===== config.mk =====
export PLATFORM = sky130hd
export DESIGN_NAME = dmem_arbiter
export DESIGN_NICKNAME = d
export VERILOG_FILES = /design/src/rtl/dmem_arbiter.sv
export SDC_FILE = /design/constraint.sdc
export NUM_CORES = 1
export LEC_CHECK = 0
export CORE_AREA = 4 4 124 126
export DETAILED_ROUTE_END_ITERATION = 8
export DIE_AREA = 0 0 128 130
export PLACE_DENSITY = 0.7
export SYNTH_ARGS = -nofsm -noshare
export SYNTH_HDL_FRONTEND = slang
export SYNTH_SLANG_ARGS = --single-unit
export TNS_END_PERCENT = 1

===== constraint.sdc =====
create_clock -name clk -period 3.05 [get_ports clk]
set_input_delay 0.61 -clock clk [delete_from_list [all_inputs] [get_ports clk]]
set_output_delay 0.61 -clock clk [all_outputs]
set_load 0.005 [all_outputs]

===== src/rtl/dmem_arbiter.sv =====
// Data-memory arbiter between the core load/store port and a DMA/debug master.
// Single-cycle combinational grant, alternating on conflict, with bounded DMA lock bursts.
module dmem_arbiter #(
  parameter int ADDR_W        = 32,
  parameter int DATA_W        = 32,
  parameter int DMA_BURST_MAX = 8,
  parameter int CNT_W         = 16
) (
  input  logic              clk,
  input  logic              rst,
  input  logic              core_req,
  input  logic              core_we,
  input  logic [ADDR_W-1:0] core_addr,
  input  logic [DATA_W-1:0] core_wdata,
  input  logic [2:0]        core_funct3,
  output logic              core_gnt,
  output logic [DATA_W-1:0] core_rdata,
  output logic              core_stall,
  input  logic              dma_req,
  input  logic              dma_lock,
  input  logic              dma_we,
  input  logic [ADDR_W-1:0] dma_addr,
  input  logic [DATA_W-1:0] dma_wdata,
  input  logic [2:0]        dma_funct3,
  output logic              dma_gnt,
  output logic [DATA_W-1:0] dma_rdata,
  output logic              mem_read,
  output logic              mem_write,
  output logic [ADDR_W-1:0] mem_addr,
  output logic [DATA_W-1:0] mem_wdata,
  output logic [2:0]        mem_funct3,
  input  logic [DATA_W-1:0] mem_rdata,
  output logic [CNT_W-1:0]  conflict_cnt
);

  localparam int BW = $clog2(DMA_BURST_MAX + 1);
  localparam logic [BW-1:0] BMAX = BW'(DMA_BURST_MAX);

  typedef enum logic {RR = 1'b0, LOCK = 1'b1} mode_t;

  mode_t            r_mode, w_mode_nxt;
  logic             r_last, w_last_nxt;
  logic [BW-1:0]    r_burst, w_burst_nxt;
  logic [CNT_W-1:0] r_conf, w_conf_nxt;

  logic w_lock_win, w_rr_dma, w_core_gnt, w_dma_gnt;

  // Locked DMA beats bypass fairness; everything else alternates on last_owner.
  assign w_lock_win = (r_mode == LOCK) & dma_req & dma_lock & (r_burst < BMAX);
  assign w_rr_dma   = dma_req & (~core_req | ~r_last);
  assign w_dma_gnt  = ~rst & (w_lock_win | w_rr_dma);
  assign w_core_gnt = ~rst & ~w_lock_win & core_req & ~w_rr_dma;

  always_ff @(posedge clk) begin
    if (rst) begin
      r_mode  <= RR;
      r_last  <= 1'b1;
      r_burst <= '0;
      r_conf  <= '0;
    end else begin
      r_mode  <= w_mode_nxt;
      r_last  <= w_last_nxt;
      r_burst <= w_burst_nxt;
      r_conf  <= w_conf_nxt;
    end
  end

  always_comb begin
    w_mode_nxt  = RR;
    w_burst_nxt = '0;
    w_last_nxt  = r_last;
    w_conf_nxt  = r_conf;
    if (core_req && dma_req && r_conf != '1) w_conf_nxt = r_conf + 1'b1;
    if (w_core_gnt || w_dma_gnt) w_last_nxt = w_dma_gnt;
    if (w_lock_win) begin
      w_mode_nxt  = LOCK;
      w_burst_nxt = r_burst + 1'b1;
    end else if (r_mode == RR && w_dma_gnt && dma_lock) begin
      w_mode_nxt  = LOCK;
      w_burst_nxt = BW'(1);
    end
  end

  always_comb begin
    core_gnt     = w_core_gnt;
    dma_gnt      = w_dma_gnt;
    core_stall   = core_req & ~w_core_gnt;
    core_rdata   = mem_rdata;
    dma_rdata    = mem_rdata;
    conflict_cnt = r_conf;
    mem_read     = (w_core_gnt & ~core_we) | (w_dma_gnt & ~dma_we);
    mem_write    = (w_core_gnt & core_we) | (w_dma_gnt & dma_we);
    mem_addr     = core_addr;
    mem_wdata    = core_wdata;
    mem_funct3   = core_funct3;
    if (w_dma_gnt) begin
      mem_addr   = dma_addr;
      mem_wdata  = dma_wdata;
      mem_funct3 = dma_funct3;
    end
  end

endmodule


==> impl_results.md, run 1 <==
* TritonCTS clock tree: yes
* GRT overflow at 0
* First-pass GRT wire length at 18.9 mm
* Synth cell types at 34
* Crit start category: input port
* Post-layout util at 0.331
* R2r setup slk at between 1000 and 1500 ps
* Iter 0 DRT Violations at 146
* CP cell instances: dlygate4sd2_1, and3b_1, o21ai_2, nand2b_4, buf_4, buf_8, buf_4, mux2_2, dlygate4sd2_1
* Critical path fanouts, max at 5
* Vias in the first global route at 2926
* Skew-Pair Late Insertion Delay at 250 ps
* DP Area at 4550 sq um
* DP Worst Slack at -377 ps
* Yosys warning count at 0
* RePlAce Congestion at 0.980
* Initial antenna violation count at 4
* Port Buffer Count at between 200 and 250
* Min-Delay Path Class: reg -> reg
* Sequential area share after synthesis at 0.178
* Fraction of layout cells with a size suffix above 1 at 0.232
* Lkg Pwr at 1.93 nW
* Worst Max-Slew Pin Slew at 366 ps
* Total wire length at 14.0 mm
* CP endpoint kind: output port
* Fin. Hold Viols at 0
* DR WL/cell at 21.8 um
* Leading cell type in the layout, fill and taps excluded: clkdlybuf4s50_1
* Max rail drop VDD at 0.203 mV
* Num Clock Sinks at 22
* Via count at 2713
* Cell Rows at 44
* PD cells at 245 nW/um^2
* Hold Startpoint: r_last
* Post-route minimum period at 2960 ps
* CP max stage delay at 340 ps
* CP max-delay cell: mux2_2
* Die area at approximately 17000 sq um
* Die span in x at 128 um
* Design area at 4740 sq um
* Starting Density at 0.172
* Core area at 14300 sq um
* MaxCap Viol Count at 0
* H-Tree Depth at 1
* Final net count at roughly 630
* IO Pins at 325
* Global Route Usage Sum at 0.153
* Commonest cells after routing, fill and taps aside: clkdlybuf4s50_1, mux2_2, dlygate4sd2_1
* Slew Viols, Final at 0
* DR pass1 iterations at 4
* Layout Skew at 4.79 ps
* TritonCTS buffer count at 3
* WP data required at 2440 ps
* Seq cells post-synth at 22
* Syn Inst Count at 280
* RSZ-0062 raised after global routing: false
* Final setup fails at 0
* Worst Hold End: r_last
* Netlist Area Pre-Place at 2470 sq um
* Vias per cell at about 4.2
* Net count after synthesis at roughly 460
* Chip Height at about 130 um
* Area Growth Syn to Fin at 92.1%
* Status: completed
* Critical Path AT at between 2000 and 2500 ps
* Fill cells at 1503
* Fin crit share at 0.970
* R2R Path End: conflict_cnt[7]
* Reg2reg start: conflict_cnt[0]
* Residual DRC at 0
* Worst Setup Path Type: in -> out
* Max Root-Sink Buffers at 2
* Hold Path Stages at 2
* Reg2Reg Depth at 5
* Clock transition at path regs at 60 ps
* Largest net degree at the start of global routing at 24
* Synthesized area per cell at 8.82 sq um
* CTS Root Cell: clkbuf_16
* Crit. Startpoint: dma_lock
* Final worst slack at 90.8 ps
* DP Wirelength at 12.1 mm
* Fmax at 0.338 GHz
* Antenna viol nets, final at 0
* Max_slew headroom at 0.753
Yosys cell counts:
library cell | number | share of area
a211oi_1 | 1 | 0.0030
a21boi_1 | 1 | 0.0030
a21oi_1 | 12 | 0.024
a22o_1 | 1 | 0.0035
and2_1 | 4 | 0.010
and3_1 | 2 | 0.0051
and3b_1 | 1 | 0.0035
and4_1 | 3 | 0.011
and4_4 | 1 | 0.0046
buf_2 | 8 | 0.016
buf_4 | 65 | 0.20
buf_6 | 2 | 0.0091
clkbuf_1 | 4 | 0.0061
dfxtp_1 | 22 | 0.18
ha_1 | 2 | 0.010
inv_1 | 5 | 0.0076
mux2_2 | 75 | 0.34
mux2i_1 | 1 | 0.0041
nand2_1 | 8 | 0.012
nand2b_1 | 2 | 0.0051
nand3_1 | 7 | 0.014
nand3b_1 | 1 | 0.0030
nand4_1 | 9 | 0.023
nor2_1 | 11 | 0.017
nor2b_1 | 10 | 0.025
o21ai_0 | 5 | 0.010
o22ai_1 | 1 | 0.0025
o311ai_0 | 1 | 0.0035
o31ai_1 | 5 | 0.015
o41ai_1 | 1 | 0.0035
or2_2 | 1 | 0.0025
or3_1 | 2 | 0.0051
or4_1 | 5 | 0.015
xnor2_1 | 1 | 0.0035
per-stage QoR:
stage               setup TNS, ps  instances  total power, mW  hold WS (ps)
floorplan                       0        280            0.499           435
global placement           -21460        628            0.826           456
detailed placement         -20710        628            0.823           461
CTS                             0        640             1.17           477
global route                    0        641             1.21           503
finish                          0        641             1.16           469
logic make-up after synthesis:
logic type	after synthesis	share of synthesized area
AO/OA/AOI/OAI	28	0.0689
XOR/XNOR	1	0.00355
adder cells (fa/ha/maj)	2	0.0101
buffers and inverters	84	0.237
flip-flops	22	0.178
multiplexers	76	0.346
AND/OR/NAND/NOR	67	0.156
timing repair:
action | 4_1_cts | 5_1_grt
resized for setup | 84 | 1
setup endpoints to repair | 70 | 33
pin swaps | 2 | 1
hold buffers | 0 | 0
setup buffers | 6 | 0
gates cloned | 2 | 0
metal layers:
layer | wire, um | vias to the layer above | GRT usage | part of all wire
li1 | - | 1283 | - | -
met1 | 5380 | 1237 | 0.184 | 0.38
met2 | 6620 | 142 | 0.247 | 0.47
met3 | 1440 | 49 | 0.0622 | 0.10
met4 | 532 | 2 | 0.0549 | 0.038
met5 | 13 | - | 0 | 0.00093
flip-flops by register name (all words and copies together), names as in the netlist:
| name | flops |
|---|---|
| conflict_cnt | 16 |
| r_burst | 4 |
| r_last | 1 |
| r_mode | 1 |
critical path, delay by kind of cell:
kind            cells  cell delay, ps
simple gates        2             350
buf+inv             5             920
compound gates      1             130
mux                 1             340
power breakdown:
group,total (mW),internal (mW),leakage (nW),switching (mW)
Combinational,0.499,0.337,1.70,0.161
Clock,0.365,0.260,0.0511,0.104
Sequential,0.296,0.291,0.178,0.00505
worst max path at each step:
| stage | endpoint | slack, ps | cells after the start |
|---|---|---|---|
| after floorplan | mem_addr[0] | 630 | 6 |
| final | mem_wdata[18] | 90 | 9 |
| after global placement | mem_addr[3] | -380 | 7 |
| after global routing | mem_wdata[19] | 10 | 9 |
| after CTS | mem_wdata[19] | 10 | 8 |
| after detailed placement | mem_addr[3] | -380 | 7 |
cell type report:
type / instances / area [sq um] / area share
antenna: 1 / 2.50 / 0.000528
clock buffer: 3 / 75.1 / 0.0158
clock inverter: 1 / 30.0 / 0.00633
inverter: 5 / 18.8 / 0.00396
multi-input combinational: 174 / 1470 / 0.309
sequential: 22 / 440 / 0.0929
tap: 184 / 230 / 0.0485
timing repair buffer: 251 / 2480 / 0.523
Note: power is estimated with default switching activity, not from simulation.
==> run 2: changes to the inputs <==
--- a/config.mk
+++ b/config.mk
@@ -5,10 +5,11 @@
 export SDC_FILE = /design/constraint.sdc
 export NUM_CORES = 1
 export LEC_CHECK = 0
-export CORE_AREA = 4 4 124 126
+export CORE_AREA = 2 2 126 128
+export CTS_BUF_LIST = sky130_fd_sc_hd__clkbuf_16
 export DETAILED_ROUTE_END_ITERATION = 8
 export DIE_AREA = 0 0 128 130
-export PLACE_DENSITY = 0.7
+export PLACE_DENSITY = 0.67
 export SYNTH_ARGS = -nofsm -noshare
 export SYNTH_HDL_FRONTEND = slang
 export SYNTH_SLANG_ARGS = --single-unit
==> run 2 against run 1 <==
Net effect:
- sequential power about the same
- flip-flop and latch count unchanged
- largest cell class unchanged
- cell area decreased by 0.45%
- clock skew shrank 3.7 ps
- non-clock buffer count decreased by 2
- critical endpoint is now mem_wdata[28]
==> impl_results.md, run 2 (synthesis results as in run 1) <==
* Post-route minimum period at 2980 ps (was 2960 ps)
* CP most frequent cell: dlygate4sd2_1
* Min-Delay Path Class: reg -> reg (unchanged)
* Vias in the first global route at 2793 (was 2926)
* Fin crit share at 0.978 (was 0.970)
* GR Util met1 at 0.139 (was 0.184)
* Skew-Pair Late Insertion Delay at 250 ps (about the same)
* Critical Path AT at 2370 ps (was 2350 ps)
* Worst Path Buf+Inv at 5 (unchanged)
* Final setup fails at 0 (unchanged)
* Core area at 15400 sq um (was 14300 sq um)
* GR Util met3 at 0.0804 (was 0.0622)
* Fin. Hold Viols at 0 (unchanged)
* R2R Path End: conflict_cnt[0] (was conflict_cnt[7])
* CTS Root Cell: clkbuf_16 (unchanged)
* IO Pins at 325 (unchanged)
* Top delay family on crit path: buffers and inverters (unchanged)
* Fraction of layout cells with a size suffix above 1 at 0.230 (was 0.232)
* Max reg flops at 16 (unchanged)
* WP data required at 2440 ps (about the same)
* Die area at 16600 sq um (unchanged)
* Area Growth Syn to Fin at 91.2% (was 92.1%)
* Antenna viol nets, final at 0 (unchanged)
* Chip Height at 130 um (unchanged)
* DR WL/cell at 19.4 um (was 21.8 um)
* CP max-delay cell: mux2_2 (unchanged)
* Slew Viols, Final at 0 (unchanged)
* TritonCTS buffer count at 3 (unchanged)
* CP cell instances: dlygate4sd2_1, and3b_1, o21ai_2, nand2b_4, buf_12, buf_8, buf_16, mux2_2, dlygate4sd2_1 (was dlygate4sd2_1, and3b_1, o21ai_2, nand2b_4, buf_4, buf_8, buf_4, mux2_2, dlygate4sd2_1)
* Vias per cell at 4.16 (was 4.23)
* CP endpoint kind: output port (unchanged)
* Reg2reg start: conflict_cnt[1] (was conflict_cnt[0])
* Ant. Diodes at 0 (was 1)
* Crit start category: input port (unchanged)
* Port Buffer Count at 228 (unchanged)
* Crit. Startpoint: dma_lock (unchanged)
* MaxCap Viol Count at 0 (unchanged)
* Crit path to: mem_wdata[28] (was mem_wdata[18])
* Lkg Pwr at 1.90 nW (was 1.93 nW)
* # hold bufs at CTS at 0 (unchanged)
* PD cells at 225 nW/um^2 (was 245 nW/um^2)
* Cell depth of the worst setup path at 9 (unchanged)
* Post-route setup TNS at 0 ps (unchanged)
* RePlAce Congestion at 0.854 (was 0.980)
* Die span in x at 128 um (unchanged)
* Commonest cells after routing, fill and taps aside: clkdlybuf4s50_1, mux2_2, dlygate4sd2_1 (unchanged)
* RSZ-0062 raised after global routing: false (unchanged)
* R2r setup slk at 1040 ps (was 1050 ps)
* Worst Max-Slew Pin Slew at 375 ps (was 366 ps)
* Cell Rows at 46 (was 44)
* Worst Setup Path Type: in -> out (unchanged)
* Final net count at 630 (was 632)
* Total wire length at 12.5 mm (was 14.0 mm)
* Layout Skew at 1.10 ps (was 4.79 ps)
* TritonCTS clock tree: yes (unchanged)
* Fmax at 0.335 GHz (was 0.338 GHz)
* Initial antenna violation count at 0 (was 4)
* Leading cell type in the layout, fill and taps excluded: clkdlybuf4s50_1 (unchanged)
* Critical path fanouts, max at 9 (was 5)
* Largest net degree at the start of global routing at 24 (unchanged)
* Global Route Usage Sum at 0.134 (was 0.153)
* Residual DRC at 0 (unchanged)
* H-Tree Depth at 1 (unchanged)
* DP Wirelength at 10.5 mm (was 12.1 mm)
* Grt met2 use at 0.215 (was 0.247)
* Via count at 2683 (was 2713)
* Reg2Reg Depth at 5 (unchanged)
* GRT overflow at 0 (unchanged)
* Peak-usage layer in the global routing report: met2 (unchanged)
* Clock transition at path regs at 50 ps (was 60 ps)
* Starting Density at 0.160 (was 0.172)
* Max Root-Sink Buffers at 2 (unchanged)
* Fill cells at 1616 (was 1503)
* Status: completed (unchanged)
* Iter 0 DRT Violations at 78 (was 146)
* Post-Layout Cell Count at 645 (was 641)
* Max_slew headroom at 0.750 (was 0.753)
* First-pass GRT wire length at 16.7 mm (was 18.9 mm)
* CP max stage delay at 340 ps (about the same)
* Num Clock Sinks at 22 (unchanged)
* DR pass1 iterations at 4 (unchanged)
* Placed Cells at 635 (was 628)
* Max rail drop VDD at 0.152 mV (was 0.203 mV)
[run 2: routing by layer]
metal  vias up  part of all wire
met5         -                 0
li1       1280                 -
met1      1233              0.34
met4         0             0.044
met2       119              0.47
met3        51              0.14
[run 2: tightest hold or removal path: cells and delay by family, from the launching register on]
family | cells | cell delay [ps]
DFF | 1 | 310
and+or+nand+nor | 2 | 100
[run 2: area by class of cell]
cell class | instances | area (sq um) | share of cell area
multi-input cells | 174 | 1460 | 0.308
inverters | 5 | 18.8 | 0.00398
well taps | 192 | 240 | 0.0509
repair buffers | 249 | 2490 | 0.528
flip-flops and latches | 22 | 440 | 0.0933
clock buffers | 3 | 75.1 | 0.0159
[run 2: worst min path at each step]
stage	startpoint	end	slack [ps]	cells past startpoint
floorplan	r_burst[2]	r_burst[3]	440	2
global placement	r_burst[2]	r_burst[3]	440	2
detailed placement	r_burst[1]	r_burst[3]	450	2
CTS	r_burst[1]	r_burst[3]	460	2
global route	r_burst[1]	r_burst[3]	480	2
finish	r_burst[1]	r_burst[3]	460	2
[run 2: timing repair]
action	in CTS	in global routing
pin swaps	2	1
gates cloned	3	0
buffers inserted	4	0
endpoints found under the setup margin	72	20
gates resized for setup	78	6
[run 2: through the flow]
step | instance area (sq um) | hold WS, ps | utilization | worst slack (ps) | total power [mW]
2_1_floorplan | 2470 | 435 | - | 626 | 0.499
3_3_place_gp | 4560 | 443 | 0.296 | -437 | 0.818
3_5_place_dp | 4560 | 451 | 0.296 | -453 | 0.817
4_1_cts | 4710 | 460 | 0.305 | -46.7 | 1.07
5_1_grt | 4720 | 478 | 0.306 | 5.62 | 1.12
6_report | 4720 | 457 | 0.306 | 67.0 | 1.06
[run 2: report_power, final]
part	switching, mW	leakage [nW]	internal [mW]
clock network	0.0981	0.0370	0.173
registers	0.00529	0.178	0.291
logic	0.155	1.69	0.337
